**config.mk**
```make
export PLATFORM = sky130hd
export DESIGN_NAME = carregador_matriz
export DESIGN_NICKNAME = d
export VERILOG_FILES = /design/src/rtl/carregador_matriz.sv
export SDC_FILE = /design/constraint.sdc
export NUM_CORES = 1
export LEC_CHECK = 0
export ABC_AREA = 1
export BUFFER_PORTS_ARGS = -buffer_cell sky130_fd_sc_hd__buf_4
export CORE_ASPECT_RATIO = 1.5
export CORE_UTILIZATION = 50
export CTS_CLUSTER_SIZE = 40
export DETAILED_ROUTE_END_ITERATION = 10
export GPL_ROUTABILITY_DRIVEN = 0
export PLACE_DENSITY_LB_ADDON = 0.15
export SLEW_MARGIN = 20
export SYNTH_ARGS = -nofsm -noshare
export SYNTH_HDL_FRONTEND = slang
export SYNTH_SLANG_ARGS = --single-unit
export TNS_END_PERCENT = 20
```
**constraint.sdc**
```tcl
create_clock -name clk -period 9.1 [get_ports clk]
set_input_delay 1.82 -clock clk [delete_from_list [all_inputs] [get_ports clk]]
set_output_delay 1.82 -clock clk [all_outputs]
set_load 0.05 [all_outputs]
```
**src/rtl/carregador_matriz.sv**
```systemverilog
// rtl/carregador_matriz.sv - serial 5x5 signed matrix loader with latched scalar for the multiplier stage
module carregador_matriz #(
  parameter int N_ELEM = 25,
  parameter int W      = 8
) (
  input  logic                       clk,
  input  logic                       rst,
  input  logic                       start,
  input  logic signed [W-1:0]        num_in,
  input  logic signed [W-1:0]        elem_in,
  input  logic                       elem_valid,
  output logic                       elem_ready,
  input  logic                       matriz_ack,
  output logic signed [N_ELEM*W-1:0] matriz_A,
  output logic signed [W-1:0]        num_inteiro,
  output logic                       matriz_valid,
  output logic [4:0]                 count
);

  typedef enum logic [1:0] {
    IDLE = 2'd0,
    LOAD = 2'd1,
    DONE = 2'd2
  } state_t;

  // Index of the final element of a load; accepting it completes the matrix.
  localparam logic [4:0] LAST_IDX = 5'(N_ELEM - 1);

  state_t state;

  // Single FSM: elem_ready / matriz_valid are registered state decodes, so no
  // input ever reaches them combinationally.
  always_ff @(posedge clk or posedge rst) begin
    if (rst) begin
      state        <= IDLE;
      matriz_A     <= '0;
      num_inteiro  <= '0;
      count        <= '0;
      elem_ready   <= 1'b0;
      matriz_valid <= 1'b0;
    end else begin
      case (state)
        IDLE: begin
          if (start) begin
            state        <= LOAD;
            num_inteiro  <= num_in;
            matriz_A     <= '0;
            count        <= '0;
            elem_ready   <= 1'b1;
            matriz_valid <= 1'b0;
          end
        end

        LOAD: begin
          if (start) begin
            // Restart wins over a simultaneous element; that element is dropped.
            num_inteiro <= num_in;
            matriz_A    <= '0;
            count       <= '0;
          end else if (elem_valid) begin
            // Write only the slot addressed by count; all other slots keep their value.
            for (int i = 0; i < N_ELEM; i++) begin
              if (count == 5'(i)) begin
                matriz_A[i*W +: W] <= elem_in;
              end
            end
            count <= count + 5'd1;
            if (count == LAST_IDX) begin
              state        <= DONE;
              elem_ready   <= 1'b0;
              matriz_valid <= 1'b1;
            end
          end
        end

        DONE: begin
          // Matrix and scalar stay on the bus after release; only count clears.
          if (matriz_ack) begin
            state        <= IDLE;
            count        <= '0;
            matriz_valid <= 1'b0;
          end
        end

        default: begin
          state        <= IDLE;
          elem_ready   <= 1'b0;
          matriz_valid <= 1'b0;
        end
      endcase
    end
  end

endmodule
```
==> reports/results.tsv <==
stage	metric	value	unit
cts	clk_lat worst skew	0.50	ns
worst_hold_path	Hold Path Class	flop to flop	
run	Max Cap Viol	0	
timing	final worst path period need	4.085	ns
timing	setup TNS	0	ns
outcome	status	complete, but fails checks	
routing	DR iter-0 viols	571	
floorplan	# IOs	236	
finish	ratio of cells with drive above 1 in the final layout	25.46	%
synthesis	Ys Warns	0	
routing	drc violations	26	
synthesis	Cells after Synth	1064	
worst_hold_path	Hold Path End	matriz_A[171]	
worst_setup_path	crit path DAT	4.51	ns
synthesis	sequential fraction of the synthesis area	60.31	%
timing	Fin. Hold Viols	0	
routing	Via Count	7852	
cts	CTS Buf Count	21	
placed_design	DP HPWL	16510	um
power	maximum vdd ir drop	0.0002361	V
synthesis	Syn Std Cell Area	0.008962	mm^2
routing	DRT Pass-1 Iters	8	
cts	clock sink count	216	
timing	fin crit share	44.89	%
power	leakage	0.006750	uW
placed_design	Cell Area, Placed	0.01093	mm^2
worst_setup_path	RR Endpoint	matriz_A[45]	
finish	Syn-to-layout area delta	29.30	%
timing	RSZ-0062 raised after global routing	no	
finish	post-route cell area	0.01159	mm^2
worst_setup_path	critical setup path kind	input port to flop	
floorplan	Die H	166.0	um
floorplan	Core ar.	0.01742	mm^2
cts	# hold bufs at CTS	0	
outcome	failing checks	DRC	
floorplan	Chip Width	111.3	um
worst_setup_path	CP Launch Type	input port	
routing	number of antenna-violating nets in the routed design	0	
routing	Avg WL per Cell	16.75	um
synthesis	synthesized net count	1090	
placed_design	input/output buffers	235	
floorplan	Rows	59	
timing	fmax	244.8	MHz
timing	Layout Skew	0.01732	ns
power	pwr/cell area	417.3	mW/mm^2
worst_setup_path	worst r2r src	state[0]	
routing	Post-Route WL	25410	um
global_route	global route overflow	0	
worst_setup_path	Req. time, crit path	9.53	ns
global_route	vias in the first global route	7524	
timing	Final Max Tran Viols	0	
floorplan	Initial Util	51.44	%
timing	worst slew pin tran	0.9693	ns
cts	CTS HTree Levels	1	
global_route	total track usage	27.84	%
worst_hold_path	depth of the worst hold-timing path	2	
global_route	initial antenna violation count	0	
cts	Root Driver	clkbuf_16	
cts	CTS tree	built	
finish	Layout Nets	1318	
cts	clk buf depth	3	
worst_setup_path	R2R Setup Slk	5.92	ns
worst_setup_path	worst-path fanout max	61	
synthesis	Yosys cell types	21	
floorplan	Die Area	0.01848	mm^2
worst_hold_path	Worst Min Path Start	matriz_A[171]	
worst_setup_path	Register-to-Register Path Depth	9	
timing	number of setup violations in the final report	0	
cts	Worst-path clk slew	0.06	ns
cts	post-CTS setup buffer count	0	
synthesis	Avg Inst Size Synth	8.423	um^2
global_route	first-pass GRT wire length	40700	um
finish	Diodes inserted	0	
global_route	largest net degree at the start of global routing	148	
synthesis	Synth Register Bits	216	
routing	vias per cell	5.176	
timing	slew margin rel.	35.31	%
worst_setup_path	crit end category	flop	
cts	CTS resizes	0	
==> cell usage after synthesis <==
master    instances  share of area [%]
nand2_2          22                1.5
nand3_2           1               0.11
inv_2             5               0.21
clkbuf_1         21               0.88
dfrtp_1         216                 60
nor2_1           38                1.6
o21ai_2           1              0.098
buf_4             4               0.34
nand3b_1          1              0.084
nand4_1           4               0.28
nand3_1          68                3.8
o21ai_0          29                1.6
nand2_1         586                 25
mux2_2            8                1.0
buf_1             2              0.084
nor2_2           17                1.2
inv_1            27                1.1
o21ai_1           1              0.056
ha_1              5               0.70
buf_2             6               0.34
a21oi_1           2               0.11
==> state kept, by name, summed over array words and instances (netlist names) <==
register / cells
count: 5
num_inteiro: 8
elem_ready: 1
state: 1
matriz_valid: 1
matriz_A: 200
==> cells in the final DEF (no fill, tap or decap), drive strengths merged <==
cell type    n
dfrtp      216
inv         31
nand2      608
nand4        4
ha           5
a21oi        2
clkinv       5
nand3       69
mux2         8
buf        238
clkbuf      31
nor2        55
nand3b       1
o21ai       31
==> area by class of cell <==
class | count | area [um^2]
Fill cell | 1516 | 5833
Sequential cell | 216 | 5405
Multi-Input combinational cell | 783 | 3346
Timing Repair Buffer | 238 | 1787
Clock buffer | 31 | 623.1
Tap cell | 213 | 266.5
Inverter | 32 | 133.9
Clock inverter | 4 | 27.53
==> cells by family after synthesis <==
group                    count (synthesis)  share of synthesized area (%)
AO/OA/AOI/OAI                           33                          1.885
adder cells (fa/ha/maj)                  5                         0.6980
multiplexers                             8                          1.005
AND/OR/NAND/NOR                        737                          33.13
flip-flops                             216                          60.31
buffers and inverters                   65                          2.974
==> worst max-delay path, cell delays in order <==
cell and delay [ns]:
buf_4 0.13, inv_2 0.16, nand2_1 0.15, nand3_2 0.10, buf_4 0.44, clkinv_2 0.91
nand2_1 0.57, nand2_1 0.10, nand2_1 0.07
==> report_power, final <==
| group | total [uW] | internal [uW] | switching, uW |
|---|---|---|---|
| sequential | 1470 | 1260 | 204 |
| combinational | 2530 | 613 | 1920 |
| clock | 833 | 473 | 360 |
| total | 4840 | 2350 | 2490 |
==> through the flow <==
step / cells / hold slack, ns / total power, uW / util (%) / worst slack, ns
final: 1517 / 0.4699 / 4836 / 66.52 / 5.015
after floorplan: 1064 / 0.6120 / 3205 / - / 1.372
after CTS: 1517 / 0.4745 / 4857 / 66.48 / 5.351
after detailed placement: 1482 / 0.4593 / 4019 / 62.75 / 4.827
after global placement: 1482 / 0.4553 / 3988 / 62.75 / 4.921
after global routing: 1517 / 0.4844 / 5070 / 66.52 / 4.769
==> worst max path at each step <==
stage | depth (start not counted) | to | slack [ns] | start
after global routing | 9 | matriz_A[40] | 4.77 | start
final | 9 | matriz_A[45] | 5.01 | start
after global placement | 9 | matriz_A[43] | 4.92 | start
after CTS | 9 | matriz_A[43] | 5.35 | start
after detailed placement | 9 | matriz_A[43] | 4.83 | start
after floorplan | 1 | count[0] | 1.37 | rst
==> routing by layer <==
layer	part of all wire [%]	track usage, %
met2	50	48.02
met1	38	33.71
met4	4.2	12.46
met5	0	0
met3	6.9	5.438
(Power assumes the default switching activity.)
